`src/rtl/alu_pkg.sv`:
```
// Shared definitions for the ALU initiator: op encodings, FSM states and the
// divide-by-zero substitute result.
package alu_pkg;

  localparam int SEL_W = 2;

  localparam logic [SEL_W-1:0] ALU_ADD = 2'b00;
  localparam logic [SEL_W-1:0] ALU_SUB = 2'b01;
  localparam logic [SEL_W-1:0] ALU_MUL = 2'b10;
  localparam logic [SEL_W-1:0] ALU_DIV = 2'b11;

  // Wide enough for any practical WIDTH; users slice the low bits.
  localparam logic [31:0] DZ_RESULT = '1;

  typedef enum logic [1:0] {
    ST_IDLE  = 2'd0,
    ST_ISSUE = 2'd1,
    ST_WAIT  = 2'd2,
    ST_RESP  = 2'd3
  } drv_state_t;

endpackage

```
`src/rtl/alu_cmd_fifo.sv`:
```
// Command FIFO for the ALU driver; each entry carries operands, select and tag.
// Full/empty come from an occupancy count one bit wider than the pointers.
module alu_cmd_fifo
  import alu_pkg::*;
#(
  parameter int WIDTH = 4,
  parameter int DEPTH = 4,
  parameter int TAG_W = 2
) (
  input  logic             clk,
  input  logic             reset,
  input  logic             i_push,
  input  logic             i_pop,
  input  logic [WIDTH-1:0] i_a,
  input  logic [WIDTH-1:0] i_b,
  input  logic [SEL_W-1:0] i_sel,
  input  logic [TAG_W-1:0] i_tag,
  output logic [WIDTH-1:0] o_a,
  output logic [WIDTH-1:0] o_b,
  output logic [SEL_W-1:0] o_sel,
  output logic [TAG_W-1:0] o_tag,
  output logic             o_full,
  output logic             o_empty
);

  localparam int PTR_W   = (DEPTH > 1) ? $clog2(DEPTH) : 1;
  localparam int ENTRY_W = 2 * WIDTH + SEL_W + TAG_W;

  logic [ENTRY_W-1:0] r_mem [DEPTH];
  logic [PTR_W-1:0]   r_wr_ptr;
  logic [PTR_W-1:0]   r_rd_ptr;
  logic [PTR_W:0]     r_count;

  logic w_push;
  logic w_pop;

  // A push is refused when full even if a pop happens in the same cycle.
  assign w_push  = i_push & ~o_full;
  assign w_pop   = i_pop & ~o_empty;
  assign o_full  = (r_count == (PTR_W + 1)'(DEPTH));
  assign o_empty = (r_count == '0);

  assign {o_a, o_b, o_sel, o_tag} = r_mem[r_rd_ptr];

  always_ff @(posedge clk) begin
    if (w_push) begin
      r_mem[r_wr_ptr] <= {i_a, i_b, i_sel, i_tag};
    end
  end

  always_ff @(posedge clk) begin
    if (!reset) begin
      r_wr_ptr <= '0;
      r_rd_ptr <= '0;
      r_count  <= '0;
    end else begin
      if (w_push) begin
        r_wr_ptr <= r_wr_ptr + PTR_W'(1);
      end
      if (w_pop) begin
        r_rd_ptr <= r_rd_ptr + PTR_W'(1);
      end
      case ({w_push, w_pop})
        2'b10:   r_count <= r_count + (PTR_W + 1)'(1);
        2'b01:   r_count <= r_count - (PTR_W + 1)'(1);
        default: r_count <= r_count;
      endcase
    end
  end

endmodule

```
`src/rtl/alu_driver.sv`:
```
// Initiator for the registered ALU: queues tagged commands, issues one at a
// time, waits out the ALU latency and returns a tagged response with dz check.
module alu_driver
  import alu_pkg::*;
#(
  parameter int WIDTH   = 4,
  parameter int DEPTH   = 4,
  parameter int ALU_LAT = 1,
  parameter int TAG_W   = 2
) (
  input  logic             clk,
  input  logic             reset,
  input  logic             i_cmd_valid,
  output logic             o_cmd_ready,
  input  logic [WIDTH-1:0] i_cmd_a,
  input  logic [WIDTH-1:0] i_cmd_b,
  input  logic [SEL_W-1:0] i_cmd_sel,
  input  logic [TAG_W-1:0] i_cmd_tag,
  output logic             o_alu_rst,
  output logic [WIDTH-1:0] o_alu_a,
  output logic [WIDTH-1:0] o_alu_b,
  output logic [SEL_W-1:0] o_alu_sel,
  input  logic [WIDTH-1:0] i_alu_out,
  input  logic             i_alu_overflow,
  output logic             o_rsp_valid,
  input  logic             i_rsp_ready,
  output logic [WIDTH-1:0] o_rsp_data,
  output logic             o_rsp_ovf,
  output logic             o_rsp_dz,
  output logic [TAG_W-1:0] o_rsp_tag,
  output logic             o_busy,
  output logic [1:0]       o_dbg_state
);

  // Both streams: a transfer happens on the rising edge where valid & ready
  // are high; a raised valid holds its payload stable until that edge.

  localparam int CNT_W = (ALU_LAT > 1) ? $clog2(ALU_LAT) : 1;

  drv_state_t       r_state;
  drv_state_t       w_next_state;
  logic [CNT_W-1:0] r_wait_cnt;
  logic             r_alu_rst;
  logic [WIDTH-1:0] r_alu_a;
  logic [WIDTH-1:0] r_alu_b;
  logic [SEL_W-1:0] r_alu_sel;
  logic [TAG_W-1:0] r_cur_tag;
  logic             r_rsp_valid;
  logic [WIDTH-1:0] r_rsp_data;
  logic             r_rsp_ovf;
  logic             r_rsp_dz;
  logic [TAG_W-1:0] r_rsp_tag;

  logic             w_pop;
  logic             w_capture;
  logic             w_resp_done;
  logic             w_is_dz;
  logic             w_fifo_full;
  logic             w_fifo_empty;
  logic [WIDTH-1:0] w_fifo_a;
  logic [WIDTH-1:0] w_fifo_b;
  logic [SEL_W-1:0] w_fifo_sel;
  logic [TAG_W-1:0] w_fifo_tag;

  assign o_cmd_ready = reset & ~w_fifo_full;

  alu_cmd_fifo #(
    .WIDTH (WIDTH),
    .DEPTH (DEPTH),
    .TAG_W (TAG_W)
  ) u_fifo (
    .clk     (clk),
    .reset   (reset),
    .i_push  (i_cmd_valid & o_cmd_ready),
    .i_pop   (w_pop),
    .i_a     (i_cmd_a),
    .i_b     (i_cmd_b),
    .i_sel   (i_cmd_sel),
    .i_tag   (i_cmd_tag),
    .o_a     (w_fifo_a),
    .o_b     (w_fifo_b),
    .o_sel   (w_fifo_sel),
    .o_tag   (w_fifo_tag),
    .o_full  (w_fifo_full),
    .o_empty (w_fifo_empty)
  );

  assign w_is_dz = (r_alu_sel == ALU_DIV) && (r_alu_b == '0);

  always_comb begin
    w_next_state = r_state;
    w_pop        = 1'b0;
    w_capture    = 1'b0;
    w_resp_done  = 1'b0;
    case (r_state)
      ST_IDLE: begin
        if (!w_fifo_empty && !r_alu_rst) begin
          w_pop        = 1'b1;
          w_next_state = ST_ISSUE;
        end
      end
      ST_ISSUE: w_next_state = ST_WAIT;
      ST_WAIT: begin
        if (r_wait_cnt == '0) begin
          w_capture    = 1'b1;
          w_next_state = ST_RESP;
        end
      end
      ST_RESP: begin
        if (i_rsp_ready) begin
          w_resp_done = 1'b1;
          if (!w_fifo_empty) begin
            w_pop        = 1'b1;
            w_next_state = ST_ISSUE;
          end else begin
            w_next_state = ST_IDLE;
          end
        end
      end
      default: w_next_state = ST_IDLE;
    endcase
  end

  always_ff @(posedge clk) begin
    if (!reset) begin
      r_state <= ST_IDLE;
    end else begin
      r_state <= w_next_state;
    end
  end

  always_ff @(posedge clk) begin
    if (!reset) begin
      r_alu_rst   <= 1'b1;
      r_wait_cnt  <= '0;
      r_alu_a     <= '0;
      r_alu_b     <= '0;
      r_alu_sel   <= '0;
      r_cur_tag   <= '0;
      r_rsp_valid <= 1'b0;
      r_rsp_data  <= '0;
      r_rsp_ovf   <= 1'b0;
      r_rsp_dz    <= 1'b0;
      r_rsp_tag   <= '0;
    end else begin
      // Keeps the ALU cleared for one cycle past reset release.
      r_alu_rst <= 1'b0;
      if (w_pop) begin
        r_alu_a   <= w_fifo_a;
        r_alu_b   <= w_fifo_b;
        r_alu_sel <= w_fifo_sel;
        r_cur_tag <= w_fifo_tag;
      end
      if (r_state == ST_ISSUE) begin
        r_wait_cnt <= CNT_W'(ALU_LAT - 1);
      end else if (r_state == ST_WAIT && r_wait_cnt != '0) begin
        r_wait_cnt <= r_wait_cnt - CNT_W'(1);
      end
      if (w_capture) begin
        r_rsp_valid <= 1'b1;
        r_rsp_tag   <= r_cur_tag;
        r_rsp_dz    <= w_is_dz;
        r_rsp_data  <= w_is_dz ? DZ_RESULT[WIDTH-1:0] : i_alu_out;
        r_rsp_ovf   <= i_alu_overflow & (r_alu_sel == ALU_ADD);
      end else if (w_resp_done) begin
        r_rsp_valid <= 1'b0;
      end
    end
  end

  assign o_alu_rst   = r_alu_rst;
  assign o_alu_a     = r_alu_a;
  assign o_alu_b     = r_alu_b;
  assign o_alu_sel   = r_alu_sel;
  assign o_rsp_valid = r_rsp_valid;
  assign o_rsp_data  = r_rsp_data;
  assign o_rsp_ovf   = r_rsp_ovf;
  assign o_rsp_dz    = r_rsp_dz;
  assign o_rsp_tag   = r_rsp_tag;
  assign o_busy      = (r_state != ST_IDLE) | ~w_fifo_empty;
  assign o_dbg_state = r_state;

endmodule

```
`config.mk`:
```
export PLATFORM = sky130hd
export DESIGN_NAME = alu_driver
export DESIGN_NICKNAME = d
export VERILOG_FILES = /design/src/rtl/alu_pkg.sv /design/src/rtl/alu_cmd_fifo.sv /design/src/rtl/alu_driver.sv
export SDC_FILE = /design/constraint.sdc
export NUM_CORES = 1
export LEC_CHECK = 0
export BUFFER_PORTS_ARGS = -buffer_cell sky130_fd_sc_hd__buf_4
export CAP_MARGIN = 0
export CORE_MARGIN = 1.5
export CORE_UTILIZATION = 33
export CTS_BUF_LIST = sky130_fd_sc_hd__clkbuf_8
export CTS_CLUSTER_DIAMETER = 50
export DETAILED_ROUTE_END_ITERATION = 8
export GPL_ROUTABILITY_DRIVEN = 1
export PLACE_DENSITY = 0.48
export SLEW_MARGIN = 20
export SYNTH_ARGS = -nofsm -noshare
export SYNTH_HDL_FRONTEND = slang
export SYNTH_SLANG_ARGS = --single-unit
```
`constraint.sdc`:
```
create_clock -name clk -period 3.24 [get_ports clk]
set_input_delay 0.162 -clock clk [delete_from_list [all_inputs] [get_ports clk]]
set_output_delay 0.162 -clock clk [all_outputs]
set_load 0.03 [all_outputs]
```
## Word level (Yosys, flattened, before mapping)

Memories as Yosys holds them, arrays and structs flattened. A register that Yosys moved wholly into a read port is not among the register bits.
Index checks and enable logic that the tools add are counted.

| cells by class | value |
|---|---|
| add/sub/neg operators | 5 |
| $mul | 0 |
| div/mod/pow operators | 0 |
| $lt $le $gt $ge | 0 |
| equal/unequal tests | 10 |
| shifts and indexed selects | 0 |
| multiplexer cells | 20 |
| bitwise logic cells | 9 |
| reduce and logical (&&, ||, !) cells | 15 |

Operator list:

| kind | count |
|---|---|
| 1-bit two-way mux | 13 |
| 2-bit == test, second input constant | 4 |
| 2-bit one-hot mux with 4 select lines | 1 |
| 2-bit two-way mux | 3 |
| 2-bit inequality test, second input constant | 3 |
| 3-bit one-hot mux with 2 select lines | 1 |
| 2-bit nonzero test | 3 |
| 1-bit bitwise AND | 5 |
| 2-bit by 1-bit adder with 2-bit output, second input constant | 2 |
| 2-bit by 1-bit == test with 1-bit output, second input constant | 2 |
| 2-bit logical NOT | 2 |
| 4-bit logical NOT | 1 |
| 4-bit two-way mux | 1 |
| 3-bit by 1-bit adder with 3-bit output, second input constant | 1 |
| 3-bit == test, second input constant | 1 |
| 1-bit logical AND | 3 |
| 1-bit logical NOT | 3 |
| 3-bit logical NOT | 1 |
| 1-bit NOT | 3 |
| 3-bit AND reduction | 1 |
| 3-bit by 1-bit subtractor with 3-bit output, second input constant | 1 |
| 1-bit one-hot mux with 2 select lines | 1 |
| 2-bit OR reduction | 1 |
| 1-bit bitwise OR | 1 |
| 1-bit subtractor, second input constant | 1 |

| word-level totals | value |
|---|---|
| flip-flop bits (word level) | 20 |
| bits in latches | 0 |
| RAM bits | 48 |
| ROM bits | 0 |
| input port bits | 21 |
| output and inout bits | 24 |
| memories | 1 |

Memories:

| memory | words | width | read ports | clocked after memory_dff | wr ports | RTL line | RTL |
|---|---|---|---|---|---|---|---|
| u_fifo.r_mem | 4 | 12 | 1 | 1 | 1 | alu_cmd_fifo.sv:29 | `logic [ENTRY_W-1:0] r_mem [DEPTH];` |

## Logic depth before layout (Yosys ltp)

Gate-level depths: netlist of the first run.

| logic depth | value |
|---|---|
| depth after elaboration | 8 |
| depth in mapped cells | 12 |
| gate-level depth less buffers | 11 |

## Modules after synthesis

From an unflattened synthesis of the first run, not the netlist that was laid out.

| second synthesis, totals | value |
|---|---|
| cells, all modules | 227 |
| area, all modules | 3,258.1 sq um |

By module, submodules not included:

| module | times used | cells each | area each (sq um) |
|---|---|---|---|
| alu_cmd_fifo | 1 | 116 | 2,222.1 |
| alu_driver | 1 | 111 | 1,036.0 |

## Least setup slack after synthesis of the first run

Ideal clock, no wire load.

| path | value |
|---|---|
| kind | reg-to-reg |
| start point | register r_state[0] (netlist: o_dbg_state[0]) |
| end point | register u_fifo.r_count[2] |
| setup time | 70 ps |
| data arrival time | 2,738 ps |
| path slack | 432 ps |
| stages on the path, launching flop included | 12 |
| period minus slack after synthesis | 2,808 ps |
| cell sequence | dfxtp_1 inv_1 ha_1 a211o_1 inv_2 buf_4 ha_1 inv_1 fa_1 xor2_1 or3_1 a21oi_1 |

| between the ends | value |
|---|---|
| longest elaborated chain between the ends | 5 |
| elaborated cells between the ends (all ways) | 8 |

Ends and longest elaborated chain:

| item | RTL line | RTL |
|---|---|---|
| start, declared | alu_driver.sv:40 | `drv_state_t r_state;` |
| start signal, assigned | alu_driver.sv:128 | `r_state <= w_next_state;` |
| 2-bit == test / 2-bit logical NOT (equally long branches) | alu_driver.sv:95 | `case (r_state)` |
| 1-bit one-hot mux with 2 select lines * | alu_driver.sv:95 |  |
| 1-bit bitwise AND * | alu_cmd_fifo.sv:39 | `assign w_pop = i_pop & ~o_empty;` |
| net u_fifo.w_pop | alu_cmd_fifo.sv:35 | `logic w_pop;` |
| 2-bit by 1-bit == test with 1-bit output / 2-bit == test (equally long branches) | alu_cmd_fifo.sv:63 | `case ({w_push, w_pop})` |
| 3-bit one-hot mux with 2 select lines / 2-bit nonzero test (equally long branches) | n/a |  |
| end signal, assigned | alu_cmd_fifo.sv:64 | `2'b10: r_count <= r_count + (PTR_W + 1)'(1);` |
| end signal, assigned | alu_cmd_fifo.sv:65 | `2'b01: r_count <= r_count - (PTR_W + 1)'(1);` |
| end signal, assigned | alu_cmd_fifo.sv:66 | `default: r_count <= r_count;` |
| end, declared | alu_cmd_fifo.sv:32 | `logic [PTR_W:0] r_count;` |

Mark *: on every way through the listed nets, which the timed path passes. The rest lies on a longest branch.
A chain may end at the register's enable or synchronous reset.

## Worst setup path in the final report of the first run

| path | value |
|---|---|
| start point | register r_state[1] (netlist: o_dbg_state[1]) |
| end point | register u_fifo.r_count[2] |

| between the ends | value |
|---|---|
| longest elaborated chain between the ends | 5 |
| elaborated cells between the ends (all ways) | 8 |

Ends and longest elaborated chain:

| item | RTL line |
|---|---|
| 2-bit == test / 2-bit logical NOT (equally long branches) | alu_driver.sv:95 |
| 1-bit one-hot mux with 2 select lines * | alu_driver.sv:95 |
| 1-bit bitwise AND * | alu_cmd_fifo.sv:39 |
| 2-bit by 1-bit == test with 1-bit output / 2-bit == test (equally long branches) | alu_cmd_fifo.sv:63 |
| 3-bit one-hot mux with 2 select lines / 2-bit nonzero test (equally long branches) | n/a |

Mark *: on every way between the ends. The rest lies on a longest branch, timed or not.

==> results.cfg, run 1 <==
[outcome]
status = finished, final reports clean

[grt]
grtUsageTotal_pct = 12.5
grt_pass1_wl_um = 9500
gr-total-overflow = 0
antenna_found_initial = 0
grt_pass1_vias = 1916
grt_max_degree = 29

[final_layout]
nNetsFinal = 322
final_cell_area_um2 = 3890
drive_above_1_share_pct = 26.1
fin_util_pct = 42.1
fill_cells = 885
diodes = 0
syn_to_final_growth_pct = 23.2

[cts]
cts_root_buf = clkbuf_8
cts_setup_buffers = 0
clkSinkCount = 80
cts_made_buffers = 9
ctsResizeCount = 0
clock_latency_ns = 0.35
cts_buffer_depth = 2
cts_tree = built
clkSlewWorstSetupHoldPaths_ns = 0.08
htreeDepth = 3

[synthesis]
synthMuxAreaShare_pct = 8.87
ys_warn_count = 0
synth_cell_types = 33
syn-cell-area_um2 = 3160
ys_seq_elements = 80
ys_top_cells_by_count = edfxtp_1 (48), nand2_1 (36), dfxtp_1 (32)
synth_edf_count = 48
synth_xor_xnor_area_share_pct = 0.832
synth_compound_area_share_pct = 6.42
syn_inst = 236
synth_top_area_share_pct = 45.6
yosysMostFrequentCell = edfxtp_1
synth_top_family_by_area = simple AND/OR/NAND/NOR gates
synth_fa_ha_area_share_pct = 4.60
syn_nets = 268
synthFlopType = edfxtp_1
synth-simple-area-share_pct = 10.5
postSynthAreaPerCell_um2 = 13.4
seq_area_frac_synth_pct = 65.9
yosysTopAreaCell = edfxtp_1
ys_top_cells_by_area = edfxtp_1 (46%), dfxtp_1 (20%), mux4_2 (8.6%)
async_flop_share_pct = 0

[critical_path]
cp_top_family = adder cells
worstSetupStartpointType = register
worstPathMaxFanout = 16
r2r_cells = 10
critical_path_class = reg2reg
worstPathArrival_ns = 3.03
cp.required_ns = 3.52
r2r_setup_slack_ns = 0.49
worst-path-stages = 10
cp_cell_sequence = inv_1 > ha_1 > a211o_1 > inv_2 > ha_1 > inv_1 > fa_1 > xor2_1 > or3_1 > a21oi_1
cpPeakStageDelay_ns = 0.48
path_buf_inv = 3
end_kind = register
worst_path_max_delay_cell = a211o_1

[die]
rows = 35
die_area_um2 = 10200
ios = 45
core_um2 = 9240
die_x_um = 101
initial_core_util_pct = 34.2
die_h_um = 101

[placed_design]
post-dp-hpwl_um = 3960
place_congestion = 0.725
port_buffers = 44
dpl-instance-area_um2 = 3620

[detailed_routing]
via_count = 1917
routed_wl_um = 5800
drt_iter0_markers = 60
drc = 0
via_per_inst = 4.52
wire_per_inst_um = 13.7
drtAntennaViolNets = 0
first_pass_iters = 4

[timing]
relSlewSlack_pct = 39.1
fin_crit_sh_pct = 84.7
rsz0062_at_grt = no
worst_clock_skew_ns = 0.00909
worst_slew_pin_slew_ns = 0.912
max_freq_ghz = 0.364
hold_ws_ns = 0.0161
setup_viol = 0
finalCriticalPeriod_ns = 2.75
tns_ns = 0
slew_viol_final = 0
hold_viol_final = 0

[power]
pwr-share-comb_pct = 25.3
powerDensity_nw_per_um2 = 706
ir_drop_mv = 0.202
pwr-share-seq_pct = 46.5
p_total_mw = 2.75
p_sw_share_pct = 32.6
p_switching_mw = 0.894
p_int_mw = 1.85
pwr-share-clk_pct = 28.1
leakage_nw = 1.41

[worst_hold_path]
hp-class = in2reg
hold_depth = 1

[run]
drv_cap = 0
flip-flops by register name, summed over array words and instances, names as in the netlist, 3 cells and up:
name	flops
o_alu_b	4
u_fifo.r_count	3
o_rsp_data	4
o_alu_a	4
u_fifo.r_mem	48
final timing paths:
kind / startpoint / to
max: o_dbg_state[1]$_SDFFE_PN0P_ / u_fifo.r_count[2]$_SDFFE_PN0P_
min: i_cmd_a[2] / u_fifo.r_mem[2][10]$_DFFE_PP_
max reg2reg: o_dbg_state[1]$_SDFFE_PN0P_ / u_fifo.r_count[2]$_SDFFE_PN0P_
min reg2reg: r_cur_tag[1]$_SDFFE_PN0N_ / o_rsp_tag[1]$_SDFFE_PN0P_
placed cells by master, fill, tap and decap left out, types with 2 or more instances in the layout:
cell,Yosys,final
nor3_1,8,8
a21oi_1,21,21
buf_4,2,46
mux4_2,12,12
inv_8,0,2
nand2b_1,3,3
or3_1,3,3
edfxtp_1,48,48
o21ai_0,7,7
xor2_1,2,2
ha_1,10,10
nor2b_1,2,2
a22oi_1,2,2
inv_6,0,2
inv_1,11,11
nand2_1,36,36
clkbuf_8,0,9
dlygate4sd3_1,0,6
dfxtp_1,32,32
and2_1,4,4
nor2_1,13,13
logic make-up (layout without fill, tap and decap cells):
group	count (synthesis)	in the layout
XOR/XNOR	3	3
adder cells (fa/ha/maj)	11	11
multiplexers	13	13
AND/OR/NAND/NOR	73	73
AO/OA/AOI/OAI	35	35
flip-flops	80	80
buffers and inverters	21	80
timing repair:
| item | 4_1_cts | 5_1_grt |
|---|---|---|
| endpoints found under the setup margin | 0 | 0 |
| hold endpoints to repair | 21 | 0 |
| hold buffers | 6 | 0 |
power groups by stage:
stage	clock network, mW	registers, mW	logic [mW]
2_1_floorplan	0	1.34	0.442
3_3_place_gp	0	1.30	0.697
3_5_place_dp	0	1.31	0.702
4_1_cts	0.797	1.28	0.710
5_1_grt	0.837	1.30	0.773
6_report	0.772	1.28	0.695
area by class of cell:
type / count / area [um2] / share of cell area, %
sequential: 80 / 2080 / 53.5
multi-input combinational: 135 / 986 / 25.3
timing repair buffer: 52 / 405 / 10.4
tap: 129 / 161 / 4.15
clock buffer: 9 / 124 / 3.18
clock inverter: 7 / 86.3 / 2.22
inverter: 12 / 45.0 / 1.16
per-stage QoR:
step	instances	worst slack [ns]
2_1_floorplan	236	0.432
3_3_place_gp	402	0.583
3_5_place_dp	402	0.476
4_1_cts	424	0.463
5_1_grt	424	0.277
6_report	424	0.494
per-layer routing:
metal  track usage, %  up-vias  share of wire (%)  wire, um
met3             3.47        7                4.9       287
met4             5.53        0                1.6        93
li1                 -      958                  -         -
met1             16.4      907                 47      2740
met5                0        -                  0         0
met2             19.3       45                 46      2680
Note: power is estimated with default switching activity, not from simulation.
==> run 2: changes to the inputs <==
==> constraint.sdc (replaced) <==
create_clock -name clk -period 2.54 [get_ports clk]
set_input_delay 0.127 -clock clk [delete_from_list [all_inputs] [get_ports clk]]
set_output_delay 0.127 -clock clk [all_outputs]
set_load 0.03 [all_outputs]
==> run 2 against run 1 <==
Against the previous run:
- flip-flop and latch count is the same
- hold slack is essentially flat
- via count grew 1.3%
- global-route usage grew 0.39 points
- first-iteration DRC count shrank 23%
- critical path type unchanged
- largest power group unchanged
==> results.cfg, run 2 (same netlist as run 1, synthesis figures left out) <==
[final_layout]
syn_to_final_growth_pct = 28.6
fill_cells = 866
regMostFlops = u_fifo.r_mem
largest_reg_flops = 48
final_common_cell = buf_4
mostFrequentLayoutCells = buf_4 (54), edfxtp_1 (48), nand2_1 (36)
nNetsFinal = 337
fin_util_pct = 44.0
diodes = 0
drive_above_1_share_pct = 28.7
multi_input_area_um2 = 998
regArea_um2 = 2090

[timing]
worst_slew_pin_slew_ns = 0.669
tns_ns = 0
max_freq_ghz = 0.416
rsz0062_at_grt = no
setup_viol = 0
hold_viol_final = 0
finalCriticalPeriod_ns = 2.40
fin_crit_sh_pct = 94.7
relSlewSlack_pct = 55.3
slew_viol_final = 0
worst_clock_skew_ns = 0.00606

[detailed_routing]
drc = 0
via_per_inst = 4.42
drt_iter0_markers = 46
wire_per_inst_um = 13.7
via_count = 1942
drtAntennaViolNets = 0
routed_wl_um = 6010
first_pass_iters = 4

[die]
initial_core_util_pct = 34.2
ios = 45
die_x_um = 101
die_h_um = 101
rows = 35
core_um2 = 9240
die_area_um2 = 10200

[cts]
clkSinkCount = 80
cts_setup_buffers = 0
cts_made_buffers = 9
cts_buffer_depth = 2
cts_root_buf = clkbuf_8
clkSlewWorstSetupHoldPaths_ns = 0.09
clock_latency_ns = 0.34
htreeDepth = 3
cts_tree = built

[worst_hold_path]
hp-class = in2reg

[grt]
antenna_found_initial = 0
gr-total-overflow = 0
grtUsageTotal_pct = 12.9
grt_pass1_vias = 1938
grt_max_degree = 29
grt_pass1_wl_um = 9730

[critical_path]
cp.required_ns = 2.81
worstPathMaxFanout = 6
critical_path_class = reg2reg
worst_path_max_delay_cell = dfxtp_4
end_kind = register
cpPeakStageDelay_ns = 0.37
r2r_setup_slack_ns = 0.14
worstSetupStartpointType = register
crit_top_cell = inv_1
cp_top_family = adder cells
path_buf_inv = 3
cp_cell_sequence = inv_1 > ha_4 > nand2b_1 > a211o_1 > inv_2 > ha_1 > inv_1 > fa_1 > xor2_1 > or3_1 > a21oi_1
worstPathArrival_ns = 2.68

[placed_design]
post-dp-hpwl_um = 4030
place_congestion = 0.783
port_buffers = 44

[power]
leakage_nw = 1.49
powerDensity_nw_per_um2 = 902
ir_drop_mv = 0.349

[run]
drv_cap = 0

[outcome]
status = finished, final reports clean
[run 2: final timing paths]
check / from / endpoint / depth (start not counted)
worst max-delay path: o_dbg_state[1]$_SDFFE_PN0P_ / u_fifo.r_count[2]$_SDFFE_PN0P_ / 11
worst max register to register: o_dbg_state[1]$_SDFFE_PN0P_ / u_fifo.r_count[2]$_SDFFE_PN0P_ / 11
worst min-delay path: i_alu_out[2] / o_rsp_data[2]$_SDFFE_PN0P_ / 3
worst min register to register: o_alu_a[2]$_SDFFE_PN0N_ / o_alu_a[2]$_SDFFE_PN0N_ / 2
[run 2: layer usage]
metal,track usage (%),share of wire (%),routed length [um]
met5,0,0,0
met2,19.9,46,2750
met1,16.9,48,2890
met3,2.91,4.5,272
met4,6.83,1.5,91
[run 2: area by class of cell]
| class | count | share of cell area [%] |
|---|---|---|
| Sequential cell | 80 | 51.4 |
| Clock inverter | 7 | 2.68 |
| Timing Repair Buffer | 67 | 13.2 |
| Multi-Input combinational cell | 135 | 24.6 |
| Inverter | 12 | 1.11 |
| Tap cell | 129 | 3.97 |
| Clock buffer | 9 | 3.05 |
[run 2: tightest hold or removal path, cell delays in order]
cell    delay, ns
buf_4        0.08
nor3_1       0.04
nor2_1       0.08
[run 2: per-stage QoR]
| step | instance area [um2] | hold WS [ns] | power [mW] | setup WS [ns] | std cells |
|---|---|---|---|---|---|
| finish | 4060 | 0.0161 | 3.66 | 0.136 | 439 |
| global route | 4060 | 0.0210 | 3.88 | 0.0374 | 439 |
| CTS | 4050 | 0.00608 | 3.71 | 0.106 | 439 |
| detailed placement | 3690 | 0.331 | 2.60 | 0.164 | 410 |
| global placement | 3690 | 0.331 | 2.59 | 0.211 | 410 |
| floorplan | 3170 | 0.226 | 2.29 | 0.0123 | 236 |
[run 2: report_power, final]
group	switching [mW]	leakage, nW	internal [mW]	total (mW)
logic	0.563	0.678	0.428	0.991
clock network	0.504	0.119	0.578	1.08
registers	0.0864	0.697	1.50	1.59
[run 2: timing repair]
| item | 4_1_cts | 5_1_grt |
|---|---|---|
| hold buffers | 13 | 0 |
| setup endpoints to repair | 0 | 1 |
| gates resized for setup | 0 | 1 |
| hold endpoints to repair | 49 | 0 |
